### config.mk
export PLATFORM = sky130hd
export DESIGN_NAME = rsa_modexp_flat
export DESIGN_NICKNAME = d
export VERILOG_FILES = /design/src/rtl/rsa_modexp_pkg.sv /design/src/rtl/rsa_modexp_if.sv /design/src/rtl/rsa_modexp_mont_mult.sv /design/src/rtl/rsa_modexp.sv /design/src/flat_wrapper.sv
export SDC_FILE = /design/constraint.sdc
export NUM_CORES = 1
export LEC_CHECK = 0
export BUFFER_PORTS_ARGS = -buffer_cell sky130_fd_sc_hd__clkbuf_2
export CORE_MARGIN = 2
export CORE_UTILIZATION = 60
export CTS_CLUSTER_DIAMETER = 60
export DETAILED_ROUTE_END_ITERATION = 8
export PLACE_DENSITY_LB_ADDON = 0.1
export SYNTH_ARGS = -nofsm -noshare
export SYNTH_HDL_FRONTEND = slang
export SYNTH_SLANG_ARGS = --single-unit
### constraint.sdc
create_clock -name clk -period 5.8 [get_ports clk]
set_clock_uncertainty 0.2 [all_clocks]
set_input_delay 0.87 -clock clk [delete_from_list [all_inputs] [get_ports clk]]
set_output_delay 0.87 -clock clk [all_outputs]
set_load 0.02 [all_outputs]
### src/rtl/rsa_modexp_pkg.sv
// Shared definitions for the modular exponentiator: FSM encoding and
// Montgomery operation latency.
package rsa_modexp_pkg;

  typedef enum logic [2:0] {
    ST_IDLE,
    ST_PRE_X,
    ST_PRE_A,
    ST_SQUARE,
    ST_MULT,
    ST_POST,
    ST_DONE
  } state_t;

  localparam int DEF_WIDTH = 8;
  localparam int OP_CYCLES = DEF_WIDTH + 3;

  // Cycles per Montgomery operation: issue, WIDTH iterations, correction, capture.
  function automatic int op_cycles(input int width);
    return width + 3;
  endfunction

endpackage

### src/rtl/rsa_modexp_if.sv
// Command/operand/result bundle between the SPI register wrapper and the
// exponentiator.
interface rsa_modexp_if #(parameter int WIDTH = 8);

  logic             ena;
  logic             start_cmd;
  logic             stop_cmd;
  logic [WIDTH-1:0] rsa_p;
  logic [WIDTH-1:0] rsa_e;
  logic [WIDTH-1:0] rsa_m;
  logic [WIDTH-1:0] rsa_const;
  logic [WIDTH-1:0] rsa_c;
  logic             eoc;
  logic             busy;

  modport master (
    output ena, start_cmd, stop_cmd, rsa_p, rsa_e, rsa_m, rsa_const,
    input  rsa_c, eoc, busy
  );

  modport slave (
    input  ena, start_cmd, stop_cmd, rsa_p, rsa_e, rsa_m, rsa_const,
    output rsa_c, eoc, busy
  );

endinterface

### src/rtl/rsa_modexp_mont_mult.sv
// Bit-serial radix-2 Montgomery multiplier: result = a*b*2^-WIDTH mod p.
// done pulses WIDTH+2 enabled cycles after start; result holds until the next start.
module mont_mult
  import rsa_modexp_pkg::*;
#(
  parameter int WIDTH = 8
) (
  input  logic             clk,
  input  logic             rstb,
  input  logic             ena,
  input  logic             clear,
  input  logic             start,
  input  logic [WIDTH-1:0] a,
  input  logic [WIDTH-1:0] b,
  input  logic [WIDTH-1:0] p,
  output logic [WIDTH-1:0] result,
  output logic             done
);

  localparam int            CW       = $clog2(WIDTH + 2);
  localparam logic [CW-1:0] CNT_LOAD = CW'(op_cycles(WIDTH) - 2);
  localparam logic [CW-1:0] CNT_ONE  = CW'(1);

  logic [CW-1:0]    cnt;
  logic [WIDTH-1:0] a_sh;
  logic [WIDTH-1:0] b_r;
  logic [WIDTH-1:0] p_r;
  logic [WIDTH+1:0] t;
  logic [WIDTH+1:0] t_add;
  logic [WIDTH+1:0] t_odd;
  logic [WIDTH+1:0] t_iter;
  logic [WIDTH+1:0] p_ext;

  always_comb begin
    p_ext  = {2'b00, p_r};
    t_add  = a_sh[0] ? (t + {2'b00, b_r}) : t;
    t_odd  = t_add[0] ? (t_add + p_ext) : t_add;
    t_iter = t_odd >> 1;
  end

  // cnt: WIDTH+1 down to 2 are iterations, 1 is the final correction.
  always_ff @(posedge clk or negedge rstb) begin
    if (!rstb) begin
      cnt    <= '0;
      a_sh   <= '0;
      b_r    <= '0;
      p_r    <= '0;
      t      <= '0;
      result <= '0;
      done   <= 1'b0;
    end else if (ena) begin
      done <= 1'b0;
      if (clear) begin
        cnt    <= '0;
        a_sh   <= '0;
        b_r    <= '0;
        p_r    <= '0;
        t      <= '0;
        result <= '0;
      end else if (start) begin
        cnt  <= CNT_LOAD;
        a_sh <= a;
        b_r  <= b;
        p_r  <= p;
        t    <= '0;
      end else if (cnt > CNT_ONE) begin
        t    <= t_iter;
        a_sh <= a_sh >> 1;
        cnt  <= cnt - CNT_ONE;
      end else if (cnt == CNT_ONE) begin
        result <= (t >= p_ext) ? WIDTH'(t - p_ext) : t[WIDTH-1:0];
        done   <= 1'b1;
        cnt    <= '0;
      end
    end
  end

endmodule

### src/rtl/rsa_modexp.sv
// Modular exponentiation c = m^e mod p by left-to-right square-and-multiply
// in the Montgomery domain.
//
// state     | meaning
// ----------+-------------------------------------------------
// ST_IDLE   | waiting for start_cmd
// ST_PRE_X  | x = mont(m, const), message into Montgomery domain
// ST_PRE_A  | a = mont(1, const), accumulator = R mod p
// ST_SQUARE | a = mont(a, a) for exponent bit k
// ST_MULT   | a = mont(a, x) when e[k] = 1
// ST_POST   | a = mont(a, 1), leave Montgomery domain
// ST_DONE   | rsa_c <= a, eoc pulse
module rsa_modexp
  import rsa_modexp_pkg::*;
#(
  parameter int WIDTH = 8
) (
  input logic         clk,
  input logic         rstb,
  rsa_modexp_if.slave bus
);

  localparam int               KW    = $clog2(WIDTH);
  localparam logic [KW-1:0]    K_TOP = KW'(WIDTH - 1);
  localparam logic [KW-1:0]    K_ONE = KW'(1);
  localparam logic [WIDTH-1:0] ONE   = {{(WIDTH-1){1'b0}}, 1'b1};

  state_t           state, state_nxt;
  logic             issued, issued_nxt;
  logic [KW-1:0]    k, k_nxt;
  logic [WIDTH-1:0] p_r, e_r, m_r, const_r;
  logic [WIDTH-1:0] x_r, a_r, c_q;
  logic             load_ops, cap_x, cap_a, load_c, eoc_int;
  logic             mm_start, mm_clear, mm_done;
  logic [WIDTH-1:0] mm_a, mm_b, mm_result;

  mont_mult #(.WIDTH(WIDTH)) u_mult (
    .clk    (clk),
    .rstb   (rstb),
    .ena    (bus.ena),
    .clear  (mm_clear),
    .start  (mm_start),
    .a      (mm_a),
    .b      (mm_b),
    .p      (p_r),
    .result (mm_result),
    .done   (mm_done)
  );

  always_comb begin
    state_nxt  = state;
    issued_nxt = issued;
    k_nxt      = k;
    load_ops   = 1'b0;
    cap_x      = 1'b0;
    cap_a      = 1'b0;
    load_c     = 1'b0;
    eoc_int    = 1'b0;
    mm_start   = 1'b0;
    mm_clear   = 1'b0;
    mm_a       = a_r;
    mm_b       = a_r;

    case (state)
      ST_PRE_X: begin mm_a = m_r; mm_b = const_r; end
      ST_PRE_A: begin mm_a = ONE; mm_b = const_r; end
      ST_MULT:  mm_b = x_r;
      ST_POST:  mm_b = ONE;
      default:  ;
    endcase

    // Stop outranks start in IDLE and outranks the eoc in DONE.
    if (state == ST_IDLE) begin
      if (bus.start_cmd && !bus.stop_cmd) begin
        load_ops  = 1'b1;
        k_nxt     = K_TOP;
        state_nxt = ST_PRE_X;
      end
    end else if (bus.stop_cmd) begin
      state_nxt  = ST_IDLE;
      issued_nxt = 1'b0;
      mm_clear   = 1'b1;
    end else if (state == ST_DONE) begin
      eoc_int   = 1'b1;
      load_c    = 1'b1;
      state_nxt = ST_IDLE;
    end else if (!issued) begin
      mm_start   = 1'b1;
      issued_nxt = 1'b1;
    end else if (mm_done) begin
      issued_nxt = 1'b0;
      case (state)
        ST_PRE_X: begin
          cap_x     = 1'b1;
          state_nxt = ST_PRE_A;
        end
        ST_PRE_A: begin
          cap_a     = 1'b1;
          state_nxt = ST_SQUARE;
        end
        ST_SQUARE: begin
          cap_a = 1'b1;
          if (e_r[k])          state_nxt = ST_MULT;
          else if (k != '0)    k_nxt     = k - K_ONE;
          else                 state_nxt = ST_POST;
        end
        ST_MULT: begin
          cap_a = 1'b1;
          if (k != '0) begin
            k_nxt     = k - K_ONE;
            state_nxt = ST_SQUARE;
          end else begin
            state_nxt = ST_POST;
          end
        end
        ST_POST: begin
          cap_a     = 1'b1;
          state_nxt = ST_DONE;
        end
        default: ;
      endcase
    end
  end

  always_ff @(posedge clk or negedge rstb) begin
    if (!rstb) begin
      state   <= ST_IDLE;
      issued  <= 1'b0;
      k       <= '0;
      p_r     <= '0;
      e_r     <= '0;
      m_r     <= '0;
      const_r <= '0;
      x_r     <= '0;
      a_r     <= '0;
      c_q     <= '0;
    end else if (bus.ena) begin
      state  <= state_nxt;
      issued <= issued_nxt;
      k      <= k_nxt;
      if (load_ops) begin
        p_r     <= bus.rsa_p;
        e_r     <= bus.rsa_e;
        m_r     <= bus.rsa_m;
        const_r <= bus.rsa_const;
      end
      if (cap_x)  x_r <= mm_result;
      if (cap_a)  a_r <= mm_result;
      if (load_c) c_q <= a_r;
    end
  end

  assign bus.rsa_c = c_q;
  assign bus.busy  = (state != ST_IDLE);
  assign bus.eoc   = eoc_int && bus.ena;

endmodule

### src/flat_wrapper.sv
// flat-port wrapper written by rule: the top's interface ports become plain ports
module rsa_modexp_flat import rsa_modexp_pkg::*;
#(
  parameter int WIDTH = 8
)
  (clk, rstb, bus_ena, bus_start_cmd, bus_stop_cmd, bus_rsa_p, bus_rsa_e, bus_rsa_m, bus_rsa_const, bus_rsa_c, bus_eoc, bus_busy);
  rsa_modexp_if #(.WIDTH(WIDTH)) bus_i ();
  input logic clk;
  input logic rstb;
  input wire logic [$bits(bus_i.ena)-1:0] bus_ena;
  input wire logic [$bits(bus_i.start_cmd)-1:0] bus_start_cmd;
  input wire logic [$bits(bus_i.stop_cmd)-1:0] bus_stop_cmd;
  input wire logic [$bits(bus_i.rsa_p)-1:0] bus_rsa_p;
  input wire logic [$bits(bus_i.rsa_e)-1:0] bus_rsa_e;
  input wire logic [$bits(bus_i.rsa_m)-1:0] bus_rsa_m;
  input wire logic [$bits(bus_i.rsa_const)-1:0] bus_rsa_const;
  output wire logic [$bits(bus_i.rsa_c)-1:0] bus_rsa_c;
  output wire logic [$bits(bus_i.eoc)-1:0] bus_eoc;
  output wire logic [$bits(bus_i.busy)-1:0] bus_busy;
  assign bus_i.ena = bus_ena;
  assign bus_i.start_cmd = bus_start_cmd;
  assign bus_i.stop_cmd = bus_stop_cmd;
  assign bus_i.rsa_p = bus_rsa_p;
  assign bus_i.rsa_e = bus_rsa_e;
  assign bus_i.rsa_m = bus_rsa_m;
  assign bus_i.rsa_const = bus_rsa_const;
  assign bus_rsa_c = bus_i.rsa_c;
  assign bus_eoc = bus_i.eoc;
  assign bus_busy = bus_i.busy;
  rsa_modexp #(.WIDTH(WIDTH)) u_core (.clk(clk), .rstb(rstb), .bus(bus_i));
endmodule
Yosys cells after proc, flatten, opt, wreduce, memory -nomap -nowiden --
Index checks and enable logic that the tools add are counted.
Cells by class: bitwise operators 1, reductions and logical operators 29, mux-type cells 75, magnitude comparators 3, eq/ne operators 15, add/subtract/negate cells 5
Operators by type and width (number):
- 8-bit 2-to-1 mux | 12
- 3-bit 2-to-1 mux | 17
- 10-bit 2-to-1 mux | 5
- 1-bit 2-to-1 mux | 32
- 8-bit one-hot mux with 3 select lines | 1
- 10-bit by 8-bit adder with 10-bit output | 2
- 4-bit 2-to-1 mux | 4
- 8-bit one-hot mux with 2 select lines | 1
- 3-bit one-hot mux with 5 select lines | 1
- 2-bit AND reduction | 7
- 3-bit nonzero test | 4
- 4-bit nonzero test | 3
- 10-bit by 8-bit >= comparator with 1-bit output | 1
- 3-bit equality test, second input constant | 3
- 8-bit AND reduction | 1
- 2-bit nonzero test | 4
- 8-bit nonzero test | 1
- 8-bit subtractor | 1
- 3-bit by 2-bit equality test with 1-bit output, second input constant | 2
- 2-bit by 1-bit != test with 1-bit output, second input constant | 3
- 2-bit != test, second input constant | 3
- 6-bit by 3-bit != test with 1-bit output, second input constant | 1
- 3-bit one-hot mux with 2 select lines | 1
- 6-bit AND reduction | 1
- 16 further kinds | 17
Word-level totals: word-level logic and storage cells 145, output and inout bits 10, flip-flop bits (word level) 110

Longest topological paths before layout --
depth in word-level cells 9, gate-level depth with buffers 15

By module --
A second synthesis with hierarchy kept.
Second synthesis, totals: cell total of the unflattened synthesis 587, area total of the unflattened synthesis 6266.0 µm²
Modules (own cells, without submodules):
- mont_mult | cells each 331, area an instance 3156.8 µm², instances 1, sequential area each 1151.1 µm²
- rsa_modexp | cells each 256, area an instance 3109.2 µm², instances 1, sequential area each 1576.5 µm²

Worst setup path before layout --
OpenSTA, ideal clock, no wires.
path type register -> register, start point reg u_core.u_mult.t[0], end point reg u_core.u_mult.t[6], cell stages (with the launch flop) 16, buffers on the path 0, setup slack 2.421 ns, data arrival time 3.069 ns, required time 5.490 ns, setup time 0.110 ns, period minus slack after synthesis 3.379 ns, path through dfrtp_1 -> ha_1 -> inv_1 -> fa_1 -> nor2b_1 -> o31a_1 -> o21a_1 -> nor3_1 -> o31ai_1 -> ha_1 -> a21o_1 -> a31o_2 -> a21oi_1 -> xnor2_1 -> nor2_1 -> o41ai_1
Between the ends: longest elaborated chain between the ends 7
Ends and longest elaborated chain:
- from (decl) | RTL line rsa_modexp_mont_mult.sv:28 | logic [WIDTH+1:0] t;
- from (signal assigned) | RTL line rsa_modexp_mont_mult.sv:67 | t <= t_iter;
- 10-bit by 8-bit adder with 10-bit output | RTL line rsa_modexp_mont_mult.sv:36 | t_add = a_sh[0] ? (t + {2'b00, b_r}) : t;
- 10-bit 2-to-1 mux (*) | RTL line rsa_modexp_mont_mult.sv:36
- 10-bit by 8-bit adder with 10-bit output | RTL line rsa_modexp_mont_mult.sv:37 | t_odd = t_add[0] ? (t_add + p_ext) : t_add;
- 10-bit 2-to-1 mux (*) | RTL line rsa_modexp_mont_mult.sv:37
- 10-bit 2-to-1 mux (*) | RTL line rsa_modexp_mont_mult.sv:66 | end else if (cnt > CNT_ONE) begin
- 10-bit 2-to-1 mux (*) | RTL line rsa_modexp_mont_mult.sv:60 | end else if (start) begin
- 10-bit 2-to-1 mux (*) | RTL line rsa_modexp_mont_mult.sv:53 | if (clear) begin
Mark *: on every way between the ends. The rest lies on a longest branch, timed or not. The select of a mux whose other input is x is not followed. A chain may end at the register's enable or synchronous reset.

Worst setup path in the final report --
Ends and elaborated chain as after synthesis.

==> flow_summary_export.csv <==
group,metric,value,unit
grt,global_route_usage_over_all_layers,0.285,
critical_path,path_class,"reg -> reg",
power,powerDensity,547,nW/um^2
clock_network,clock_insertion_delay_worst_skew,0.39,ns
cells_and_area,nets,730,
drt,drt_first_iter_violations,418,
critical_path,timing.critical_path.arrival,3.81,ns
yosys,ys_warn_count,0,
critical_path,critical_path.reg2reg.startpoint,"u_core.u_mult.t[0]$_DFFE_PN0P_",
clock_network,clockRootBuffer,"clkbuf_8",
die,design.die.area,11700,sq um
yosys,synth-xor-area-share,0.0228,
grt,number_of_global_route_vias_before_repair,4886,
clock_network,clkSlewWorstSetupHoldPaths,0.11,ns
sta,tightest_slew,0.810,ns
critical_path,timing.critical_path.from_type,"flip-flop",
worst_hold_path,hold_start,"u_core.u_mult.a_sh[5]$_DFFE_PN0P_",
yosys,synth_seq_cells,109,
worst_hold_path,min_path_type,"reg -> reg",
cells_and_area,final_cells,803,
cells_and_area,post_route_cells_drive_above_1_share,0.228,
yosys,number_of_enable_flip_flop_cells_after_synthesis,0,
critical_path,cp_slowest_cell,"dfrtp_1",
critical_path,crit_path_cell_trace,"ha_1, inv_1, fa_1, nor2b_1, o31a_1, o21a_1, nor3_1, o31ai_1, ha_1, a21o_1, a31o_2, a21oi_1, xnor2_1, nor2_1, o41ai_1",
cells_and_area,postLayoutCoreUtil,0.671,
place,dp_hpwl,11.2,mm
die,standard_cell_row_count,37,
yosys,synth_net_count,696,
die,core_region_area,10400,sq um
critical_path,cp_data_required_time,5.88,ns
die,die_w,108,um
yosys,post_synth_and_or_nand_nor_area_fraction,0.111,
yosys,synth_top_family_by_area,"compound AO/OA/AOI/OAI gates",
yosys,syn_area,6490,sq um
outcome,outcome,"completed",
sta,report.final.slew_viol_count,0,
yosys,synth-adder-area-share,0.0633,
yosys,synth_ff_type,"dfrtp_1",
sta,max_slew_margin,0.445,
critical_path,cell_depth_of_the_worst_flop_to_flop_path,15,
place,number_of_cells_after_detailed_placement,787,
drt,drt-total-wl,15.3,mm
sta,period_minus_slack,3.73,ns
drt,ant_nets,0,
cells_and_area,areaGrowthSynthToFinish,7.72,%
cells_and_area,diodes,0,
power,maximum_ir_drop_on_the_vdd_rail,0.000307,V
yosys,async_reset_ff_frac,1.00,
yosys,synth.top_cells.by_area,"dfrtp_1 42%, mux2_2 11%, ha_1 5.4%, o21ai_0 3.7%, nand2_1 3.2%",
sta,fin_crit_sh,0.643,
drt,detail_route.vias_per_cell,6.27,
critical_path,r2r_setup_slack,2.07,ns
yosys,synth.lib_cells_used.distinct,65,
yosys,synth.area.mux_share,0.149,
die,initial_standard_cell_utilization_of_the_core,0.623,
critical_path,worst_r2r_endpoint,"u_core.u_mult.t[6]$_DFFE_PN0P_",
grt,initial_antenna_violation_count,0,
place,io_buffers,46,
worst_hold_path,whs_endpoint,"u_core.u_mult.a_sh[5]$_DFFE_PN0P_",
sta,setup_viol_count_final,0,
yosys,ys_seq_area_frac,0.421,
yosys,syn_inst,628,
clock_network,postCtsSetupRepairBufs,0,
critical_path,timing.critical_path.max_delay_family,"compound AO/OA/AOI/OAI gates",
grt,grt-ovfl-total,0,
clock_network,clock_sinks,109,
worst_hold_path,timing.hold.worst_path_depth,2,
sta,f_max,268,MHz
sta,rsz_0062_raised_after_global_routing,"no",
power,leakage,0.00321,uW
critical_path,cp_max_fo,5,
clock_network,cts_max_level,3,
clock_network,cts_hold_buffers,0,
drt,dr_total_vias,5033,
critical_path,path_buf_inv,1,
yosys,avgSynthCellArea,10.3,sq um
yosys,synth_largest_area_cell,"dfrtp_1",
drt,drtPass1Iterations,5,
clock_network,tritoncts.num_buffers,9,
critical_path,timing.critical_path.slowest_cell_delay,0.42,ns
sta,report.final.hold_viol_count,0,
critical_path,worst_setup_path_end_kind,"flip-flop",
die,boundaryPins,47,
sta,finalSetupTns,0,ns
clock_network,max_root_sink_buffers,2,
yosys,synth_top_area_share,0.421,
critical_path,crit_top_cell,"ha_1",
drt,drc_errors,0,
clock_network,tritoncts,"built",
clock_network,cts_resized,0,
drt,wl_per_cell,19.0,um
job,max_cap_viol_count,0,
die,die_y,108,um
place,routabilityCongestion,0.901,
grt,global_route_wire_length_before_repair,25.4,mm
grt,grt_start_max_net_pins,61,
yosys,synth-compound-area-share,0.195,
placed cells by master, fill, tap and decap left out, drive strengths merged, types with 3 or more instances in the layout:
| cell type | n |
|---|---|
| o31ai | 13 |
| a22oi | 24 |
| nor2 | 43 |
| xnor2 | 10 |
| inv | 30 |
| mux2 | 66 |
| o21ai | 49 |
| a21oi | 23 |
| and3 | 3 |
| nor2b | 6 |
| nand2b | 9 |
| dfrtp | 109 |
| nand3 | 3 |
| a31oi | 9 |
| o41ai | 3 |
| nand2 | 55 |
| o21a | 4 |
| nor3 | 14 |
| a21o | 6 |
| clkinv | 4 |
| a221o | 4 |
| o211ai | 5 |
| mux2i | 18 |
| a22o | 22 |
| ha | 28 |
| clkbuf | 54 |
| xor2 | 6 |
| a211oi | 4 |
| fa | 3 |
| buf | 6 |
worst min-delay path: cells and delay by family (launching register included):
kind,cells,cell delay (ns)
AND/OR/NAND/NOR,1,0.05
AO/OA/AOI/OAI,1,0.06
flip-flops,1,0.36
power by group:
| part | internal (uW) | switching [uW] | total, uW |
|---|---|---|---|
| logic | 890 | 1120 | 2010 |
| registers | 1030 | 316 | 1340 |
| clock network | 201 | 268 | 469 |
worst max path at each step:
stage / end / cells after the start / start / slack [ns]
finish: u_core.u_mult.t[6]$_DFFE_PN0P_ / 15 / u_core.u_mult.t[0]$_DFFE_PN0P_ / 2.07
global route: u_core.u_mult.t[6]$_DFFE_PN0P_ / 15 / u_core.u_mult.t[0]$_DFFE_PN0P_ / 1.75
CTS: u_core.u_mult.t[6]$_DFFE_PN0P_ / 15 / u_core.u_mult.t[0]$_DFFE_PN0P_ / 2.08
detailed placement: u_core.u_mult.t[6]$_DFFE_PN0P_ / 15 / u_core.u_mult.t[0]$_DFFE_PN0P_ / 2.10
global placement: u_core.u_mult.t[6]$_DFFE_PN0P_ / 15 / u_core.u_mult.t[0]$_DFFE_PN0P_ / 2.21
floorplan: u_core.u_mult.t[6]$_DFFE_PN0P_ / 15 / u_core.u_mult.t[0]$_DFFE_PN0P_ / 2.42
logic make-up after synthesis:
group,after synthesis
AO/OA/AOI/OAI,182
adder cells (fa/ha/maj),31
XOR/XNOR,16
multiplexers,86
AND/OR/NAND/NOR,147
flip-flops,109
buffers and inverters,57
metrics by stage:
step	worst slack, ns	hold slack [ns]	total power [uW]	cell area [sq um]
finish	2.07	0.297	3820	6990
global route	1.75	0.325	4120	6990
CTS	2.08	0.295	3810	6990
detailed placement	2.10	0.269	3340	6790
global placement	2.21	0.262	3240	6790
floorplan	2.42	0.248	2840	6490
flip-flops by register name, summed over array words and instances, names as in the netlist:
register and count:
u_core.const_r 8, u_core.e_r 8, u_core.u_mult.b_r 8, u_core.k 3, u_core.bus.rsa_c 8, u_core.a_r 8
u_core.p_r 8, u_core.u_mult.t 9, u_core.u_mult.a_sh 8, u_core.x_r 8, u_core.issued 1, u_core.u_mult.cnt 4
u_core.u_mult.result 8, u_core.u_mult.p_r 8, u_core.state 3, u_core.u_mult.done 1, u_core.m_r 8
Yosys cell counts, types with 11 or more instances:
cell        n
dfrtp_1   109
inv_1      28
nor3_1     11
a21oi_1    22
nor2_1     39
clkbuf_1   12
a22oi_1    24
nand2_1    55
a22o_1     22
o31ai_1    13
mux2i_1    18
buf_2      11
ha_1       28
mux2_2     66
o21ai_0    48
layout make-up:
cell class	count	area [sq um]
timing repair buffer	51	270
clock inverter	7	73.8
inverter	29	109
sequential	109	2730
multi-input combinational	462	3510
clock buffer	9	124
fill	831	3430
tap	136	170
metal layers:
| metal | wire, um | up-vias | share of wire | global-route usage |
|---|---|---|---|---|
| met4 | 349 | 0 | 0.023 | 0.0943 |
| met2 | 6710 | 177 | 0.44 | 0.418 |
| met3 | 946 | 29 | 0.062 | 0.0567 |
| met5 | 0 | - | 0 | 0 |
| met1 | 7270 | 2454 | 0.48 | 0.424 |
| li1 | - | 2373 | - | - |
Power figures use the tool's default switching activity.
